$ cat src/rtl/warp_pkg.sv
// Shared definitions for the warp front end: instruction-buffer entry layout
// and a helper that packs an instruction with its RVC flag.
package warp_pkg;

  localparam int INST_W   = 32;
  localparam int ENTRY_W  = INST_W + 1;
  localparam int RVC_BIT  = 0;
  localparam int INST_LSB = 1;

  function automatic logic [ENTRY_W-1:0] pack_entry(input logic [INST_W-1:0] inst,
                                                    input logic rvc);
    return {inst, rvc};
  endfunction

endpackage

$ cat src/rtl/warp_ibuf_ram.sv
// Instruction buffer storage: two write ports, two asynchronous read ports.
// Contents are intentionally not reset; validity is tracked by the control logic.
module warp_ibuf_ram
  import warp_pkg::*;
#(
  parameter int DEPTH = 8,
  parameter int AW    = $clog2(DEPTH)
) (
  input  logic               clk,
  input  logic               we0,
  input  logic [AW-1:0]      waddr0,
  input  logic [ENTRY_W-1:0] wdata0,
  input  logic               we1,
  input  logic [AW-1:0]      waddr1,
  input  logic [ENTRY_W-1:0] wdata1,
  input  logic [AW-1:0]      raddr0,
  output logic [ENTRY_W-1:0] rdata0,
  input  logic [AW-1:0]      raddr1,
  output logic [ENTRY_W-1:0] rdata1
);

  logic [ENTRY_W-1:0] mem [DEPTH];

  // The two write addresses of one group are always consecutive, so they never collide.
  always_ff @(posedge clk) begin
    if (we0) mem[waddr0] <= wdata0;
    if (we1) mem[waddr1] <= wdata1;
  end

  assign rdata0 = mem[raddr0];
  assign rdata1 = mem[raddr1];

endmodule

$ cat src/rtl/warp_ibuf.sv
// Two-in / two-out circular instruction buffer between fetch and decode.
// Pointers wrap modulo DEPTH; occupancy carries one extra bit to tell full from empty.
module warp_ibuf
  import warp_pkg::*;
#(
  parameter int DEPTH = 8
) (
  input  logic        i_clk,
  input  logic        i_rst_n,
  input  logic        i_flush,
  input  logic        i_input_valid,
  output logic        o_input_ready,
  input  logic [31:0] i_inst0,
  input  logic [31:0] i_inst1,
  input  logic [1:0]  i_compressed,
  input  logic        i_count,
  output logic [1:0]  o_valid,
  output logic [31:0] o_inst0,
  output logic [31:0] o_inst1,
  output logic [1:0]  o_compressed,
  input  logic [1:0]  i_pop
);

  localparam int AW = $clog2(DEPTH);
  localparam int CW = AW + 1;

  logic [AW-1:0]      wr_ptr;
  logic [AW-1:0]      rd_ptr;
  logic [CW-1:0]      occupancy;
  logic               accept;
  logic [1:0]         push_n;
  logic [ENTRY_W-1:0] rd_entry0;
  logic [ENTRY_W-1:0] rd_entry1;

  // Ready depends only on registered occupancy so fetch never sees a pop/flush path.
  assign o_input_ready = (occupancy <= CW'(DEPTH - 2));
  assign accept        = i_input_valid & o_input_ready & ~i_flush;
  assign push_n        = accept ? (i_count ? 2'd2 : 2'd1) : 2'd0;

  always_ff @(posedge i_clk or negedge i_rst_n) begin
    if (!i_rst_n) begin
      wr_ptr    <= '0;
      rd_ptr    <= '0;
      occupancy <= '0;
    end else if (i_flush) begin
      wr_ptr    <= '0;
      rd_ptr    <= '0;
      occupancy <= '0;
    end else begin
      wr_ptr    <= wr_ptr + AW'(push_n);
      rd_ptr    <= rd_ptr + AW'(i_pop);
      occupancy <= occupancy + CW'(push_n) - CW'(i_pop);
    end
  end

  warp_ibuf_ram #(
    .DEPTH (DEPTH),
    .AW    (AW)
  ) u_ram (
    .clk    (i_clk),
    .we0    (accept),
    .waddr0 (wr_ptr),
    .wdata0 (pack_entry(i_inst0, i_compressed[0])),
    .we1    (accept & i_count),
    .waddr1 (wr_ptr + AW'(1)),
    .wdata1 (pack_entry(i_inst1, i_compressed[1])),
    .raddr0 (rd_ptr),
    .rdata0 (rd_entry0),
    .raddr1 (rd_ptr + AW'(1)),
    .rdata1 (rd_entry1)
  );

  assign o_valid      = {occupancy >= CW'(2), occupancy != '0};
  assign o_inst0      = rd_entry0[ENTRY_W-1:INST_LSB];
  assign o_inst1      = rd_entry1[ENTRY_W-1:INST_LSB];
  assign o_compressed = {rd_entry1[RVC_BIT], rd_entry0[RVC_BIT]};

  // Decode may only consume entries that are currently presented as valid.
  a_legal_pop: assert property (@(posedge i_clk) disable iff (!i_rst_n)
    i_pop <= (2'(o_valid[0]) + 2'(o_valid[1])));

`ifdef WARP_FORMAL
  a_occ_max: assert property (@(posedge i_clk) occupancy <= CW'(DEPTH));
  a_occ_ptr: assert property (@(posedge i_clk)
    (occupancy == CW'(DEPTH)) || (occupancy[AW-1:0] == AW'(wr_ptr - rd_ptr)));
  a_valid_order: assert property (@(posedge i_clk) !o_valid[1] || o_valid[0]);
`endif

endmodule

$ cat config.mk
export PLATFORM = sky130hd
export DESIGN_NAME = warp_ibuf
export DESIGN_NICKNAME = d
export VERILOG_FILES = /design/src/rtl/warp_pkg.sv /design/src/rtl/warp_ibuf_ram.sv /design/src/rtl/warp_ibuf.sv
export SDC_FILE = /design/constraint.sdc
export NUM_CORES = 1
export LEC_CHECK = 0
export ABC_CLOCK_PERIOD_IN_PS = 4000
export BUFFER_PORTS_ARGS = -buffer_cell sky130_fd_sc_hd__clkbuf_2
export CAP_MARGIN = 20
export CORE_ASPECT_RATIO = 0.5
export CORE_MARGIN = 5
export CORE_UTILIZATION = 55
export CTS_CLUSTER_SIZE = 30
export DETAILED_ROUTE_END_ITERATION = 12
export PLACE_DENSITY_LB_ADDON = 0.08
export RECOVER_POWER = 50
export SETUP_SLACK_MARGIN = 0.4
export SYNTH_ARGS = -nofsm -noshare
export SYNTH_HDL_FRONTEND = slang
export SYNTH_HIERARCHICAL = 1
export SYNTH_SLANG_ARGS = --single-unit
$ cat constraint.sdc
create_clock -name i_clk -period 4 [get_ports i_clk]
set_input_delay 0.4 -clock i_clk [delete_from_list [all_inputs] [get_ports i_clk]]
set_output_delay 0.4 -clock i_clk [all_outputs]
set_load 0.05 [all_outputs]
# Word level (Yosys, flattened, before mapping)
# Memories as Yosys holds them, arrays and structs flattened.
# Cells that the tools add are included.
# word_totals
reg_bits,10
latchBits,0
n_memories,1
ramBits,264
rom_bits,0
# classes
reduce_logical,1
n_bitwise,4
shift,0
order_cmp,2
addsub,6
div_mod_pow,0
muxes,9
eq_ne,0
multipliers,0
# memory_table
memory,words,word_bits,read_ports,rd_ports_with_merged_regs,write_ports,line,text
u_ram.mem,8,33,2,0,2,warp_ibuf_ram.sv:22,logic [ENTRY_W-1:0] mem [DEPTH];
# ops
operator,n
3-bit by 1-bit adder with 3-bit output (second input constant),2
3-bit by 2-bit adder with 3-bit output,2
3-bit two-way mux,2
4-bit by 2-bit adder with 4-bit output,1
4-bit by 2-bit >= comparator with 1-bit output (second input constant),1
4-bit by 3-bit <= comparator with 1-bit output (second input constant),1
1-bit two-way mux,4
2-bit two-way mux,2
4-bit two-way mux,1
4-bit nonzero test,1
4-bit by 2-bit subtractor with 4-bit output,1
1-bit bitwise AND,3
1-bit NOT,1

# Logic depth before layout (Yosys ltp)
# logic_depth
ltp_word,7
ltp_mapped,11
depth_no_buf,11

# By module
# Netlist, hierarchy kept.
# modules_own_cells
module,instances,area_per_inst_um2,seq_area_each_um2,cells_each
warp_ibuf_ram,1,15353.5,7927.6,816
warp_ibuf,1,713.2,250.2,67

# Worst setup path after synthesis
# OpenSTA, ideal clock, no wires.
# synth_path
path_kind,register -> register
from,register occupancy[3]
to,"memory u_ram/mem[5][0] (netlist name), enable pin"
required_time_ps,3531
setup_ps,469
path_slack_ps,-267
period_less_slack_ps,4267
path_buffers,0
stages_incl_launch_ff,7
arrival_ps,3798
cell_sequence,dfrtp_1 > inv_1 > ha_1 > and3_4 > a2111oi_4 > nand2b_1 > o21ai_0
# synth_lines
element,line,text
from (decl),warp_ibuf.sv:29,logic [CW-1:0] occupancy;
from (signal assigned),warp_ibuf.sv:52,occupancy <= occupancy + CW'(push_n) - CW'(i_pop);
to (decl),warp_ibuf_ram.sv:22,

==> out/results.tsv <==
stage	metric	value	unit
run_status	status	finished, final reports clean	
clock_tree	cts_buffers	26	
pwr	max-vdd-ir-drop	0.000354	V
pwr	p_leak	6.23	nW
yosys	synth-seq-area-share	50.9	%
yosys	synth_ff_type	edfxtp_1	
final_layout	layout-drive-gt1-share	63.1	%
grt	grt_max_degree	56	
detailed_routing	num_vias	9449	
floorplan	initial_core_util	55.6	%
placed_design	dpl_cell_area	0.0173	mm²
detailed_routing	drtPass1Iterations	5	
timing	hold_viol	0	
setup_path	cp.arrival	3.91	ns
timing	max_freq	0.276	GHz
setup_path	r2r-start	occupancy[3]	
detailed_routing	totalWireLength	42.3	mm
placed_design	io_buffer_count	141	
hold_path	hold_path_class	in2reg	
final_layout	fin_util	63.0	%
final_layout	synthToLayoutAreaGrowth	13.4	%
setup_path	critPathKind	reg2reg	
yosys	syn_nets	970	
grt	grtUsageTotal	25.7	%
grt	overflow	0	
detailed_routing	post_drt_wl_per_cell	29.4	µm
setup_path	slowest_stage	clkbuf_2	
timing	final_max_slew_viol_count	0	
clock_tree	path_clk_slew	0.06	ns
setup_path	max_stage_delay	0.75	ns
pwr	p_total	8.58	mW
final_layout	final_area	0.0182	mm²
setup_path	path_cells	inv_1, ha_1, and3_1, a2111oi_4, and2_0, nand4b_1, clkbuf_2, mux2_2	
placed_design	dp_slack	0.481	ns
pwr	p_int	5.75	mW
placed_design	gp_congestion	0.819	
pwr	p_sw	2.84	mW
pwr	swShare	33.0	%
floorplan	dieArea	0.0329	mm²
setup_path	cp_max_fo	33	
timing	setup_viol	0	
final_layout	nets	1117	
yosys	async_reset_ff_share	3.65	%
grt	grt_antenna_before_repair	0	
timing	min_period	3.62	ns
yosys	ys_ff_latch	274	
clock_tree	cts.sink_count	274	
setup_path	r2r_end	u_ram/mem[6][14]	
setup_path	crit_required	4.29	ns
setup_path	reg2reg_depth	8	
floorplan	std_cell_rows	44	
floorplan	die_h	131	µm
timing	period_share	90.5	%
yosys	netlist_instances	883	
detailed_routing	drt_iter0_drc	809	
detailed_routing	route.detailed.drc	0	
pwr	pwr-share-comb	31.1	%
floorplan	chipWidth	252	µm
timing	holdWs	0.245	ns
setup_path	r2r_setup_slack	0.38	ns
hold_path	hp-start	i_flush	
detailed_routing	viasPerCell	6.56	
hold_path	min_to	rd_ptr[0]	
timing	rsz0062_at_grt	no	
pwr	seqPwrFrac	39.1	%
clock_tree	clock_latency	0.54	ns
yosys	synth-warning-count	6	
final_layout	layout_commonest_cell	mux2_2	
clock_tree	root_buffer	clkbuf_16	
floorplan	io_pins	142	
floorplan	core	0.0289	mm²
yosys	synth-edff-count	264	
setup_path	startpoint_type	flip-flop	
clock_tree	cts_buffer_depth	3	
placed_design	hpwl	25.9	mm
hold_path	min_path_cells	2	
yosys	synth_area	0.0161	mm²
grt	grt_pass1_vias	10000	
job	maxCapViolations	0	
clock_tree	cts_tree	done	
yosys	synthDistinctLibCells	40	
final_layout	layout_common_cells	mux2_2, edfxtp_1, clkbuf_2	
setup_path	critPathCaptureType	flip-flop	
detailed_routing	ant_nets	0	
timing	relSlewSlack	2.41	%
timing	tightest_slew	1.45	ns
yosys	syn_area_per_cell	18.2	µm²
pwr	power.density	471	mW/mm²
final_layout	antenna_cells	0	
pwr	clkPwrFrac	29.7	%
timing	finalClockSkew	0.0125	ns
clock_tree	htreeDepth	1	
timing	fin_ws	0.380	ns
grt	grt_pass1_wl	63.2	mm
-- cell usage after synthesis (3+ instances only) --
| cell | instances | area (µm²) |
|---|---|---|
| a21oi_1 | 3 | 15.0 |
| buf_1 | 3 | 11.3 |
| buf_2 | 35 | 175 |
| buf_4 | 9 | 67.6 |
| buf_6 | 11 | 124 |
| clkbuf_1 | 6 | 22.5 |
| dfrtp_1 | 10 | 250 |
| edfxtp_1 | 264 | 7930 |
| fa_1 | 4 | 80.1 |
| ha_1 | 10 | 125 |
| inv_1 | 12 | 45.0 |
| mux2_2 | 328 | 3690 |
| mux4_1 | 29 | 762 |
| mux4_2 | 96 | 2160 |
| mux4_4 | 7 | 175 |
| nand2_1 | 4 | 15.0 |
| nand2b_1 | 5 | 31.3 |
| nand4b_1 | 3 | 26.3 |
| nor2_1 | 6 | 22.5 |
| nor2b_1 | 5 | 31.3 |
| nor4bb_1 | 3 | 30.0 |
| o21ai_0 | 4 | 20.0 |
| xor2_1 | 3 | 26.3 |
-- area by class of cell --
class	instances	area, µm²
clock inverters	13	135
flip-flops and latches	274	8190
multi-input cells	528	7480
well taps	391	489
repair buffers	187	1140
inverters	13	51.3
clock buffers	34	732
fillers	2132	10700
-- through the flow --
step / setup TNS [ns] / instances
floorplan: -24.45 / 883
detailed placement: 0 / 1385
global route: 0 / 1440
finish: 0 / 1440
global placement: 0 / 1384
CTS: 0 / 1436
-- metal layers --
layer / part of all wire (%) / vias up / global-route usage (%) / wire (µm)
met5: 0.16 / - / 1.43 / 67
met4: 1.5 / 2 / 3.53 / 636
met3: 6.8 / 54 / 4.61 / 2880
met2: 47 / 364 / 41.9 / 19900
met1: 45 / 5027 / 37.8 / 18800
li1: - / 4002 / - / -
-- power by group through the flow --
stage / clock, mW / sequential (mW) / combinational (mW)
after floorplan: 0 / 3.38 / 2.02
after global placement: 0 / 3.41 / 2.64
after detailed placement: 0 / 3.42 / 2.67
after CTS: 2.59 / 3.36 / 2.69
after global routing: 2.71 / 3.37 / 2.81
final: 2.55 / 3.36 / 2.67
-- worst max path at each step --
stage | startpoint | end | slack, ns | cells past startpoint
2_1_floorplan | occupancy[3] | u_ram/mem[7][0] | -0.25 | 6
3_3_place_gp | occupancy[3] | u_ram/mem[5][10] | 0.60 | 8
3_5_place_dp | occupancy[3] | u_ram/mem[5][5] | 0.48 | 8
4_1_cts | rd_ptr[0] | o_inst0[17] | 0.41 | 4
5_1_grt | occupancy[3] | u_ram/mem[3][14] | 0.26 | 8
6_report | occupancy[3] | u_ram/mem[6][14] | 0.38 | 8
-- state kept, by name, indices dropped and copies added, names as in the netlist --
signal     flops
rd_ptr         3
occupancy      4
wr_ptr         3
u_ram/mem    264
-- worst max-delay path: cells and delay by family (launching register included) --
| family | cells | cell delay, ns |
|---|---|---|
| buf+inv | 2 | 0.84 |
| fa+ha+maj | 1 | 0.21 |
| simple gates | 3 | 0.82 |
| mux | 1 | 0.55 |
| flops | 1 | 0.40 |
| compound gates | 1 | 0.53 |
-- cell families after synthesis --
family                     Yosys count  share of synthesized area, %
and+or+nand+nor                     34                          1.43
buffers and inverters               81                          3.06
AOI/OAI and AO/OA                   13                         0.646
muxes                              462                          42.4
adders and majority gates           14                          1.28
xor gates and xnor gates             5                         0.273
DFF                                274                          50.9
-- timing repair --
item	CTS	global route
endpoints found under the hold margin	10	0
gates cloned	0	0
setup buffers	3	3
resized for setup	0	1
hold buffers	1	0
setup endpoints to repair	14	53
No activity file was read; power rests on OpenSTA's default activity.
